==> config.mk <==
export PLATFORM = sky130hd
export DESIGN_NAME = store_trace_buffer
export DESIGN_NICKNAME = d
export VERILOG_FILES = /design/src/rtl/store_trace_pkg.sv /design/src/rtl/sync_fifo_fwft.sv /design/src/rtl/store_trace_buffer.sv
export SDC_FILE = /design/constraint.sdc
export NUM_CORES = 1
export LEC_CHECK = 0
export CAP_MARGIN = 25
export CORE_UTILIZATION = 40
export CTS_BUF_LIST = sky130_fd_sc_hd__clkbuf_2 sky130_fd_sc_hd__clkbuf_4 sky130_fd_sc_hd__clkbuf_8
export CTS_CLUSTER_DIAMETER = 40
export DETAILED_ROUTE_END_ITERATION = 16
export HOLD_SLACK_MARGIN = 0.02
export PLACE_DENSITY = 0.59
export SLEW_MARGIN = 20
export SYNTH_ARGS = -nofsm -noshare
export SYNTH_HDL_FRONTEND = slang
export SYNTH_SLANG_ARGS = --single-unit
==> constraint.sdc <==
create_clock -name clk -period 7.3 [get_ports clk]
set_clock_uncertainty 0.2 [all_clocks]
set_input_delay 1.095 -clock clk [delete_from_list [all_inputs] [get_ports clk]]
set_output_delay 1.095 -clock clk [all_outputs]
set_load 0.005 [all_outputs]
==> src/rtl/store_trace_pkg.sv <==
// Shared types and helpers for the store trace buffer.
//   store_entry_t : one captured store {byte address, store data}
//   ADR_LO_DEF/ADR_HI_DEF : default capture window (inclusive byte addresses)
//   in_window()   : unsigned inclusive window test
package store_trace_pkg;

  typedef struct packed {
    logic [31:0] adr;
    logic [31:0] data;
  } store_entry_t;

  localparam logic [31:0] ADR_LO_DEF = 32'h0000_0000;
  localparam logic [31:0] ADR_HI_DEF = 32'h0000_00FF;

  function automatic logic in_window(input logic [31:0] adr,
                                     input logic [31:0] lo,
                                     input logic [31:0] hi);
    return (adr >= lo) && (adr <= hi);
  endfunction

endpackage

==> src/rtl/sync_fifo_fwft.sv <==
// First-word-fall-through FIFO with separate occupancy counter.
//   clk, reset : clock, async active-high reset (pointers/level to 0)
//   i_push/i_din : write request and data; honoured when not full, or when
//                  full and a pop happens in the same cycle
//   i_pop      : read request; ignored while empty
//   o_dout     : head entry, zero while empty
//   o_full/o_empty/o_level : occupancy status
module sync_fifo_fwft
  import store_trace_pkg::*;
#(
  parameter int  DEPTH = 8,
  parameter type T     = store_entry_t,
  localparam int AW    = $clog2(DEPTH)
) (
  input  logic        clk,
  input  logic        reset,
  input  logic        i_push,
  input  T            i_din,
  input  logic        i_pop,
  output T            o_dout,
  output logic        o_full,
  output logic        o_empty,
  output logic [AW:0] o_level
);

  localparam logic [AW:0] FULL_LVL = (AW+1)'(DEPTH);

  T              r_mem [DEPTH];
  logic [AW-1:0] r_wptr;
  logic [AW-1:0] r_rptr;
  logic [AW:0]   r_level;
  logic          w_push;
  logic          w_pop;

  assign o_empty = (r_level == '0);
  assign o_full  = (r_level == FULL_LVL);
  assign o_level = r_level;

  // A full FIFO can still accept a write when the head leaves in the same cycle.
  assign w_pop  = i_pop && !o_empty;
  assign w_push = i_push && (!o_full || w_pop);

  assign o_dout = o_empty ? '0 : r_mem[r_rptr];

  // Storage carries no reset; only the pointers and level define validity.
  always_ff @(posedge clk) begin
    if (w_push) r_mem[r_wptr] <= i_din;
  end

  // Pointers are log2(DEPTH) wide, so +1 wraps modulo DEPTH.
  always_ff @(posedge clk or posedge reset) begin
    if (reset) begin
      r_wptr  <= '0;
      r_rptr  <= '0;
      r_level <= '0;
    end else begin
      if (w_push) r_wptr <= r_wptr + 1'b1;
      if (w_pop)  r_rptr <= r_rptr + 1'b1;
      case ({w_push, w_pop})
        2'b10:   r_level <= r_level + 1'b1;
        2'b01:   r_level <= r_level - 1'b1;
        default: r_level <= r_level;
      endcase
    end
  end

endmodule

==> src/rtl/store_trace_buffer.sv <==
// Captures in-window data-memory stores from the core store bus into a FWFT
// FIFO drained over valid/ready, with a saturating store counter and sticky
// overflow/misaligned flags.
//   clk, reset            : core clock, async active-high reset
//   memwrite/dataadr/writedata : core store bus
//   rd_valid/rd_ready/rd_adr/rd_data : drain port (head of FIFO)
//   level                 : FIFO occupancy
//   store_count           : qualifying stores seen, saturating
//   overflow, misaligned  : sticky error flags
//   clear_flags           : sync clear of flags and counter (same-cycle events win)
module store_trace_buffer
  import store_trace_pkg::*;
#(
  parameter int          DEPTH  = 8,
  parameter logic [31:0] ADR_LO = ADR_LO_DEF,
  parameter logic [31:0] ADR_HI = ADR_HI_DEF,
  parameter int          CNT_W  = 16,
  localparam int         LW     = $clog2(DEPTH) + 1
) (
  input  logic             clk,
  input  logic             reset,
  input  logic             memwrite,
  input  logic [31:0]      dataadr,
  input  logic [31:0]      writedata,
  output logic             rd_valid,
  input  logic             rd_ready,
  output logic [31:0]      rd_adr,
  output logic [31:0]      rd_data,
  output logic [LW-1:0]    level,
  output logic [CNT_W-1:0] store_count,
  output logic             overflow,
  output logic             misaligned,
  input  logic             clear_flags
);

  logic         w_we;
  logic         w_qual;
  logic         w_aligned;
  logic         w_push_req;
  logic         w_pop;
  logic         w_full;
  logic         w_empty;
  logic         w_drop;
  logic         w_mis_evt;
  store_entry_t w_din;
  store_entry_t w_head;

  // An if() on an unknown strobe takes the else path, so X reads as no store
  // and never reaches the FIFO pointers.
  always_comb begin
    w_we = 1'b0;
    if (memwrite) w_we = 1'b1;
  end

  assign w_qual     = w_we && in_window(dataadr, ADR_LO, ADR_HI);
  assign w_aligned  = (dataadr[1:0] == 2'b00);
  assign w_push_req = w_qual && w_aligned;
  assign w_mis_evt  = w_qual && !w_aligned;
  assign w_pop      = rd_valid && rd_ready;
  assign w_drop     = w_push_req && w_full && !w_pop;
  assign w_din      = '{adr: dataadr, data: writedata};

  sync_fifo_fwft #(
    .DEPTH (DEPTH),
    .T     (store_entry_t)
  ) u_fifo (
    .clk     (clk),
    .reset   (reset),
    .i_push  (w_push_req),
    .i_din   (w_din),
    .i_pop   (rd_ready),
    .o_dout  (w_head),
    .o_full  (w_full),
    .o_empty (w_empty),
    .o_level (level)
  );

  assign rd_valid = !w_empty;
  assign rd_adr   = w_head.adr;
  assign rd_data  = w_head.data;

  always_ff @(posedge clk or posedge reset) begin
    if (reset) begin
      store_count <= '0;
      overflow    <= 1'b0;
      misaligned  <= 1'b0;
    end else begin
      // Clear first, then let this cycle's events land on top.
      overflow   <= (overflow   && !clear_flags) || w_drop;
      misaligned <= (misaligned && !clear_flags) || w_mis_evt;
      if (clear_flags)
        store_count <= CNT_W'(w_qual);
      else if (w_qual && !(&store_count))
        store_count <= store_count + 1'b1;
    end
  end

endmodule

---- Yosys cells after proc, flatten, opt, wreduce, memory -nomap -nowiden ----
Memory sizes are Yosys's and may differ from the RTL's.
Index checks and enable logic that the tools add are counted.
W data, S select, Z words.
operators by class
  add/subtract/negate cells ............... 5
  $lt $le $gt $ge ......................... 2
  equality and inequality tests ........... 3
  mux-type cells .......................... 7
  reductions and logical operators ........ 25
operator list
  cell                     count
  $mux W64                 1
  $ge A32 B1 Y1 const B    1
  $le A32 B8 Y1 const B    1
  $mux W16                 2
  $add A16 B1 Y16 const B  1
  $reduce_and A16 Y1       1
  $logic_and A1 B1 Y1      11
  $pmux W4 S2              1
  $add A3 B1 Y3 const B    2
  $logic_not A1 Y1         6
  $add A4 B1 Y4 const B    1
  $eq A4 B4 Y1 const B     1
  $logic_not A4 Y1         1
  $reduce_bool A2 Y1       2
  $sub A4 B1 Y4 const B    1
  $logic_or A1 B1 Y1       3
  $mux W1                  3
  $eq A2 B1 Y1 const B     1
  $eq A2 B2 Y1 const B     1
  $logic_not A2 Y1         1
word-level totals
  bits in registers ....................... 28
  bits in writable memories ............... 512
  memories kept ........................... 1
memory list
  memory        words  width  rd ports  clocked after Yosys merged registers in  write ports  RTL line              RTL
  u_fifo.r_mem  8      64     1         0                                        1            sync_fifo_fwft.sv:28  T r_mem [DEPTH];

---- Depth between registers and ports, before layout ----
Gate-level depths: netlist of run 1.
  word-level depth ........................ 7
  depth in mapped cells ................... 12

---- Cells and area by module ----
From an unflattened synthesis of run 1, not the netlist that was laid out.
second synthesis, totals
  cells, all modules ...................... 1001
  area, all modules ....................... 21257.9 µm²
modules (own cells, without submodules)
  module              instances  cells each  area each (µm²)  seq. area each (µm²)
  sync_fifo_fwft      1          882         20109.3          15625.0
  store_trace_buffer  1          119         1148.6           450.4

---- Worst setup path before layout of run 1 ----
No wires, ideal clock.
  kind .................................... input to register
  start point ............................. in dataadr[31]
  end point ............................... mem u_fifo.r_mem[1][0] (netlist name), enable pin
  library setup time ...................... 0.565 ns
  arrival ................................. 6.725 ns
  required time ........................... 6.535 ns
  setup slack ............................. -0.190 ns
  cell stages on the path ................. 5
  cells stage by stage .................... nor4_2 > nand4_2 > nor4_1 > nand3_1 > nor3_1
on the way
  word-level cells in the longest chain between the ends .. 7
ends and longest elaborated chain
  what                                            RTL line                  RTL
  start, declared                                 store_trace_buffer.sv:23  input logic [31:0] dataadr,
  $ge A32 B1 Y1 or $le A32 B8 Y1 (tied branches)  store_trace_pkg.sv:18     return (adr >= lo) && (adr <= hi);
  $logic_and A1 B1 Y1 *                           store_trace_pkg.sv:18
  $logic_and A1 B1 Y1 *                           store_trace_buffer.sv:55  assign w_qual = w_we && in_window(dataadr, ADR_LO, ADR_HI);
  $logic_and A1 B1 Y1 *                           store_trace_buffer.sv:57  assign w_push_req = w_qual && w_aligned;
  $logic_and A1 B1 Y1 *                           sync_fifo_fwft.sv:41      assign w_push = i_push && (!o_full || w_pop);
  $mux W1 *                                       sync_fifo_fwft.sv:47      if (w_push) r_mem[r_wptr] <= i_din;
  $mux W1 (not written as such) *                 sync_fifo_fwft.sv:47
  end, declared                                   sync_fifo_fwft.sv:28
Mark *: on every way between the ends. The rest lies on a longest branch, timed or not.

---- Worst setup path after layout of run 1 ----
  start point ............................. reg u_fifo.r_rptr[1]
  end point ............................... out rd_adr[23]
on the way
  word-level cells in the longest chain between the ends .. 2
ends and longest elaborated chain
  what                    RTL line                  RTL
  start, declared         sync_fifo_fwft.sv:30      logic [AW-1:0] r_rptr;
  start signal, assigned  sync_fifo_fwft.sv:58      if (w_pop) r_rptr <= r_rptr + 1'b1;
  $mem_v2 Z8 W64          -
  $mux W64                sync_fifo_fwft.sv:43      assign o_dout = o_empty ? '0 : r_mem[r_rptr];
  end, declared           store_trace_buffer.sv:27  output logic [31:0] rd_adr,
Every way passes these cells.

==> flow_summary.ini, run 1 <==
[critical_path]
start_kind = flip-flop
reg2reg_depth = 12
crit_chain = buf_4 > mux4_2 > mux2i_1 > nor2_1 > clkdlybuf4s50_1
crit_path_top_delay_cell = dfrtp_4
criticalPathCategory = reg -> out
r2r_setup_slack_ns = 4.24
critPathMaxFanout = 57
cp_slowest_stage_delay_ns = 0.98
timing.rr.end = u_fifo.o_level[3]
required_ns = 6.00
cp.arrival_ns = 3.67
reg2reg_from = u_fifo.o_level[0]
critPathCaptureType = output pin

[drt]
post_drt_wl_per_cell_um = 22.8
first_pass_iters = 4
initialDrtViolationCount = 658
via_count = 10410
drt-total-wl_mm = 45.1
route.detailed.drc = 0
postRouteAntennaNets = 0
routed_via_density = 5.26

[global_routing]
grt_pass1_vias = 11240
grt_max_degree = 78
antenna_found_initial = 1
groute.usage.overall = 0.173
grt_pass1_wl_mm = 68.8
gr-total-overflow = 0

[sta]
hold_violations = 0
fmax_mhz = 202
fin_crit_sh = 0.680
slew_viol_final = 0
layout_min_cycle_time_ns = 4.96
finalSetupTns_ns = 0
finalSetupViolations = 0
tightest_slew_ns = 0.970
relSlewSlack = 0.353
rsz0062_at_grt = no

[die]
fp.dieH_um = 231
die-area_um2 = 53600
coreArea_um2 = 51700
pin_count = 156
std_cell_rows = 83
start_util = 0.407
die_w_um = 231

[power_and_ir_drop]
p_leak_uw = 0.00838
powerDensity_nw_per_um2 = 345
ir_drop_uv = 205
total_power_uw = 8810

[yosys]
synth-edff-count = 512
syn_area_um2 = 21100
ys_ff_latch = 540
syn_avg_cell_area_um2 = 21.2
yosysWarnings = 0
syn-num-nets = 1068
synth_seq_area_share = 0.763
synth_ff_type = edfxtp_1
async_reset_ff_frac = 0.0519
postSynthCellCount = 993
ys_types = 44

[clock_tree]
holdBufCountCts = 0
clockBufferDepth = 3
clock_latency_ns = 0.65
htreeDepth = 3
post-cts-setup-buffer-count = 0
post_cts_resized = 0
cts_tree = done
clk_pin_slew_ns = 0.05
clockRootBuffer = clkbuf_8
cts.sinks = 540
cts_inserted_buffers = 96

[worst_hold_path]
min_path_cells = 1
min_from = u_fifo.r_wptr[0]
min_to = u_fifo.r_wptr[0]
hold_class = reg -> reg

[outcome]
status = finished clean

[finish]
layout-drive-gt1-share = 0.257
antennaDiodeCount = 0
final_net_count = 1294
area_growth_pct = 21.3
instances_no_fill = 1979
fillers = 4257
seqCellArea_um2 = 16100
multiInputGateArea_um2 = 4830
post-route-util = 0.494

[placed_design]
place_hpwl_mm = 25.4
gp_congestion = 0.758
place_inst = 1799
port_buffers = 155

[job]
max_cap_violations = 0
[critical path, delay by kind of cell, from the launching register on]
family	cells	cell delay, ns
buf+inv	2	1.11
flops	1	0.98
simple gates	1	0.08
mux	2	0.78
[power breakdown]
| group | total, µW | switching [µW] | internal (µW) |
|---|---|---|---|
| Combinational | 2390 | 980 | 1410 |
| Sequential | 3640 | 230 | 3410 |
| Clock | 2770 | 1200 | 1570 |
| Total | 8810 | 2410 | 6400 |
[cells in the mapped netlist (2+ instances only)]
library cell | number | area share
inv_1 | 8 | 0.0014
o31ai_1 | 6 | 0.0021
o22ai_1 | 2 | 0.00059
a21oi_1 | 12 | 0.0029
clkbuf_1 | 29 | 0.0052
buf_1 | 5 | 0.00089
and4_1 | 3 | 0.0012
ha_1 | 5 | 0.0030
mux2_2 | 5 | 0.0027
or4_1 | 6 | 0.0021
dfrtp_1 | 28 | 0.033
nand2_1 | 10 | 0.0018
nand4_1 | 3 | 0.00089
mux2i_1 | 66 | 0.031
and3_1 | 2 | 0.00059
o21ai_0 | 3 | 0.00071
o2111ai_1 | 3 | 0.0012
nor2_1 | 82 | 0.015
nand3b_1 | 2 | 0.00071
mux4_2 | 128 | 0.14
nand3_1 | 11 | 0.0026
edfxtp_1 | 512 | 0.73
nor3_1 | 7 | 0.0017
nand2b_1 | 3 | 0.00089
nor2b_1 | 3 | 0.00089
nor4_1 | 4 | 0.0012
xnor2_1 | 7 | 0.0029
xor2_1 | 2 | 0.00083
nor4_2 | 4 | 0.0024
buf_2 | 15 | 0.0036
or3_1 | 4 | 0.0012
[kinds of logic after synthesis]
| kind of cell | count (synthesis) | synth area share |
|---|---|---|
| AO/OA/AOI/OAI | 28 | 0.00832 |
| XOR/XNOR | 9 | 0.00374 |
| adder cells (fa/ha/maj) | 6 | 0.00392 |
| buffers and inverters | 57 | 0.0110 |
| flip-flops | 540 | 0.763 |
| multiplexers | 201 | 0.173 |
| AND/OR/NAND/NOR | 152 | 0.0371 |
[area by class of cell]
class | instances | share of cell area
tap | 680 | 0.0333
sequential | 540 | 0.630
inverter | 8 | 0.00118
clock buffer | 129 | 0.0627
clock inverter | 49 | 0.0132
multi-input combinational | 396 | 0.189
timing repair buffer | 177 | 0.0707
[placed cells by master, fill, tap and decap left out, drive strengths merged, types with 2 or more instances in the layout]
cell type / instances
nor4: 8
o21ai: 3
mux4: 128
mux2i: 67
o22ai: 2
edfxtp: 512
o2111ai: 3
xnor2: 7
nand2b: 3
inv: 9
clkdlybuf4s50: 155
and3: 2
nor2b: 3
nand2: 10
xor2: 2
clkinvlp: 5
and4: 3
nand4: 4
nor2: 82
nand3: 11
ha: 5
bufinv: 4
nor3: 7
buf: 22
clkbuf: 129
or4: 7
mux2: 6
o31ai: 6
nand3b: 2
a21oi: 12
dfrtp: 28
or3: 4
clkinv: 39
or2: 2
[stage by stage]
step	worst slack, ns	area (µm²)	hold slack [ns]
2_1_floorplan	1.52	21100	0.285
3_3_place_gp	1.82	23500	0.317
3_5_place_dp	1.75	23600	0.311
4_1_cts	2.10	25500	0.324
5_1_grt	1.98	25500	0.365
6_report	2.34	25500	0.330
[registers in the layout, indices dropped and copies added (netlist names)]
register and count:
u_fifo.r_rptr 3, u_fifo.o_level 4, u_fifo.r_wptr 3, u_fifo.r_mem 512
store_count 16, misaligned 1, overflow 1
[metal layers]
layer / track usage / routed length, µm
met4: 0.0542 / 889
met3: 0.0433 / 2300
met5: 0 / 13
met1: 0.229 / 19800
met2: 0.282 / 22100
[worst max path at each step]
stage                                 from            endpoint  slack [ns]  cells after the start
after detailed placement       dataadr[29]  u_fifo.r_mem[7][8]        1.75                      7
after CTS                 u_fifo.r_rptr[0]         rd_data[24]        2.10                      5
after global placement         dataadr[29]  u_fifo.r_mem[7][8]        1.82                      7
after global routing      u_fifo.r_rptr[0]         rd_data[24]        1.98                      5
final                     u_fifo.r_rptr[1]          rd_adr[23]        2.34                      5
after floorplan                dataadr[31]  u_fifo.r_mem[7][0]        1.52                      5
No activity file was read; power rests on OpenSTA's default activity.
==> inputs of run 2 (changes only) <==
clock period = 4.6 ns   (was 7.3 ns; I/O delays follow)
==> flow_summary.ini, run 2 (synthesis gave the netlist of run 1 again) <==
[outcome]
status = finished clean

[clock_tree]
cts.sinks = 540
clk_pin_slew_ns = 0.06
post-cts-setup-buffer-count = 0
cts_inserted_buffers = 92
post_cts_resized = 0
cts_tree = done
clockBufferDepth = 3
clockRootBuffer = clkbuf_8
htreeDepth = 3
clock_latency_ns = 0.66
holdBufCountCts = 0

[sta]
rsz0062_at_grt = no
fin_crit_sh = 0.876
hold_ws_ns = 0.209
tightest_slew_ns = 0.913
layout_min_cycle_time_ns = 4.03
fmax_mhz = 248
finalSetupViolations = 0
relSlewSlack = 0.391
slew_viol_final = 0
finalSetupTns_ns = 0
hold_violations = 0

[finish]
final_net_count = 1304
layout_commonest_cell = edfxtp_1
area_growth_pct = 22.0
layout-drive-gt1-share = 0.266
regMostFlops = u_fifo.r_mem
largest_reg_flops = 512
mostFrequentLayoutCells = edfxtp_1, clkdlybuf4s50_1, mux4_2, clkbuf_8, nor2_1
instances_no_fill = 1980

[critical_path]
r2r_setup_slack_ns = 1.75
critPathMaxFanout = 44
cp.arrival_ns = 3.14
criticalPathCategory = reg -> out
endpoint = rd_data[1]
reg2reg_depth = 11
critPathCaptureType = output pin
crit_start = u_fifo.r_rptr[1]
reg2reg_from = u_fifo.o_level[0]
required_ns = 3.71
timing.rr.end = u_fifo.o_level[3]
start_kind = flip-flop

[die]
die_w_um = 231
coreArea_um2 = 51700
std_cell_rows = 83
fp.dieH_um = 231
die-area_um2 = 53600
pin_count = 156
start_util = 0.407

[drt]
postRouteAntennaNets = 0
via_count = 10388
drt-total-wl_mm = 45.4
initialDrtViolationCount = 641
routed_via_density = 5.25
first_pass_iters = 4
route.detailed.drc = 0
post_drt_wl_per_cell_um = 22.9

[global_routing]
groute.usage.overall = 0.174
grt_pass1_vias = 11268
grt_pass1_wl_mm = 68.7
antenna_found_initial = 3
gr-total-overflow = 0
grt_max_degree = 65

[power_and_ir_drop]
p_leak_uw = 0.00844
ir_drop_uv = 333
powerDensity_nw_per_um2 = 545

[placed_design]
place_hpwl_mm = 25.7
place_inst = 1815
gp_congestion = 0.747
port_buffers = 155

[worst_hold_path]
hold_class = in -> async

[job]
max_cap_violations = 0
==> run 2: cell types whose count changed in the layout (fill, tap and decap cells not counted), sizes merged <==
cell | previous run | this run
inv | 9 | 8
clkinv | 39 | 20
clkinvlp | 5 | 7
buf | 22 | 36
bufinv | 4 | 5
clkbuf | 129 | 132
diode | 0 | 1
==> run 2: metrics by stage <==
stage / setup slack (ns) / power, µW / cell area, µm² / utilization
6_report: 0.573 / 14000 / 25700 / 0.497
5_1_grt: 0.304 / 14700 / 25700 / 0.497
4_1_cts: 0.426 / 14300 / 25700 / 0.497
3_5_place_dp: 0.136 / 9870 / 23800 / 0.460
3_3_place_gp: 0.233 / 9880 / 23800 / 0.460
2_1_floorplan: -0.772 / 7970 / 21100 / -
==> run 2: cell type report <==
class,count,area (µm²)
fill,4199,26000
sequential,540,16100
multi-input combinational,396,4830
timing repair buffer,191,2010
clock buffer,132,1600
tap,680,851
clock inverter,32,294
inverter,8,30.0
antenna,1,2.50
==> run 2: worst min path at each step <==
stage,start,to,cells after the start
floorplan,u_fifo.r_wptr[0],u_fifo.r_wptr[0],1
global placement,u_fifo.r_wptr[0],u_fifo.r_wptr[0],1
detailed placement,u_fifo.r_wptr[0],u_fifo.r_wptr[0],1
CTS,reset,u_fifo.o_level[0],3
global route,reset,u_fifo.o_level[0],3
finish,reset,u_fifo.o_level[0],3
==> run 2: metal layers <==
layer  up-vias  global-route usage  share of wire  wire length [µm]
met4         4              0.0577          0.014               646
met2       289               0.285           0.50             22600
met5         -                   0        0.00057                26
li1       4592                   -              -                 -
met3        46              0.0399          0.056              2550
met1      5457               0.229           0.43             19500
==> run 2: critical path, stage by stage, from the launching register on <==
cell	delay, ns
dfrtp_4	0.87
buf_4	0.44
mux4_2	0.26
mux2i_1	0.07
nor2_1	0.24
clkdlybuf4s50_1	0.57
==> run 2: report_power, final <==
group	total [µW]	internal (µW)	switching, µW
Combinational	3970	2300	1670
Sequential	5690	5420	269
Clock	4360	2510	1850
==> inputs of run 3 (changes only) <==
CORE_MARGIN = 1   (was not set)
CTS_BUF_LIST = sky130_fd_sc_hd__clkbuf_8   (was sky130_fd_sc_hd__clkbuf_2 sky130_fd_sc_hd__clkbuf_4 sky130_fd_sc_hd__clkbuf_8)
SKIP_LAST_GASP = 1   (was not set)
==> flow_summary.ini, run 3 (synthesis gave the netlist of run 1 again) <==
[outcome]
status = finished clean

[power_and_ir_drop]
total_power_uw = 13700
ir_drop_uv = 333
p_leak_uw = 0.00846
powerDensity_nw_per_um2 = 537

[sta]
hold_violations = 0
fin_crit_sh = 0.874
tightest_slew_ns = 0.921
finalSetupViolations = 0
relSlewSlack = 0.386
fmax_mhz = 249
slew_viol_final = 0
layout_setup_ws_ns = 0.578
layout_min_cycle_time_ns = 4.02
rsz0062_at_grt = no

[finish]
largest_reg_flops = 512
mostFrequentLayoutCells = edfxtp_1, clkdlybuf4s50_1, mux4_2, clkbuf_8, nor2_1
layout-drive-gt1-share = 0.239
area_growth_pct = 21.4
layout_commonest_cell = edfxtp_1
final_net_count = 1304
regMostFlops = u_fifo.r_mem

[drt]
drt-total-wl_mm = 45.4
postRouteAntennaNets = 0
route.detailed.drc = 0
first_pass_iters = 5
via_count = 10418
initialDrtViolationCount = 633
post_drt_wl_per_cell_um = 22.9
routed_via_density = 5.26

[critical_path]
cp.arrival_ns = 3.13
critPathCaptureType = output pin
crit_path_top_delay_cell = dfrtp_4
cp_slowest_stage_delay_ns = 0.65
required_ns = 3.71
criticalPathCategory = reg -> out
reg2reg_depth = 11
crit_chain = buf_12 > mux4_2 > mux2i_1 > nor2_1 > clkdlybuf4s50_1
start_kind = flip-flop
critPathMaxFanout = 40

[clock_tree]
clockRootBuffer = clkbuf_8
post_cts_resized = 0
clock_latency_ns = 0.65
post-cts-setup-buffer-count = 0
htreeDepth = 3
clockBufferDepth = 3
cts.sinks = 540
clk_pin_slew_ns = 0.06
cts_inserted_buffers = 92
cts_tree = done
holdBufCountCts = 0

[die]
die-area_um2 = 53600
coreArea_um2 = 51700
std_cell_rows = 83
fp.dieH_um = 231
start_util = 0.407
die_w_um = 231
pin_count = 156

[global_routing]
grt_max_degree = 65
gr-total-overflow = 0
grt_pass1_wl_mm = 68.6
grt_pass1_vias = 11266
groute.usage.overall = 0.174
antenna_found_initial = 3

[worst_hold_path]
hold_class = in -> async

[placed_design]
port_buffers = 155
gp_congestion = 0.747
place_hpwl_mm = 25.7
dp_slack_ns = 0.136

[job]
max_cap_violations = 0
run 3: cell count changes in the layout (fill, tap and decap cells not counted):
cell      previous run  this run
inv_1                8        43
clkbuf_4            35         0
run 3: stage by stage:
step	cell area [µm²]	TNS (ns)	hold WS, ns	instances	util
2_1_floorplan	21100	-361.89	0.285	993	-
3_3_place_gp	23800	0	0.322	1815	0.460
3_5_place_dp	23800	0	0.313	1815	0.460
4_1_cts	25600	0	0.192	1979	0.494
5_1_grt	25600	0	0.246	1980	0.494
6_report	25600	0	0.217	1980	0.494
run 3: critical path, delay by kind of cell, from the launching register on:
family / cells / cell delay (ns)
multiplexers: 2 / 0.88
flip-flops: 1 / 0.65
buffers and inverters: 2 / 0.83
AND/OR/NAND/NOR: 1 / 0.08
run 3: final timing paths:
| kind | start | to | slack (ns) |
|---|---|---|---|
| worst max register to register | u_fifo.o_level[0] | u_fifo.o_level[3] | 1.75 |
| worst min register to register | u_fifo.r_wptr[0] | u_fifo.r_wptr[0] | 0.32 |
| min in group clk | u_fifo.r_wptr[0] | u_fifo.r_wptr[0] | 0.32 |
| worst max-delay path | u_fifo.r_rptr[0] | rd_adr[22] | 0.58 |
| worst min-delay path | reset | u_fifo.o_level[0] | 0.22 |
| max in group asynchronous | reset | u_fifo.r_rptr[0] | 3.66 |
run 3: final cells by class:
| type | instances | area (µm²) |
|---|---|---|
| clock buffer | 97 | 1340 |
| tap | 680 | 851 |
| fill | 4223 | 26100 |
| antenna | 1 | 2.50 |
| inverter | 8 | 30.0 |
| sequential | 540 | 16100 |
| timing repair buffer | 191 | 2010 |
| clock inverter | 67 | 425 |
| multi-input combinational | 396 | 4830 |
run 3: power by group:
part           leakage [µW]  internal [µW]  switching (µW)
Combinational       0.00248           2300            1670
Clock               0.00101           2230            1850
Sequential          0.00497           5420             266
run 3: per-layer routing:
layer,up-vias,share of wire,GRT usage
li1,4598,-,-
met1,5490,0.43,0.229
met2,276,0.50,0.285
met3,50,0.052,0.0406
met4,4,0.015,0.0575
met5,-,0.00073,0
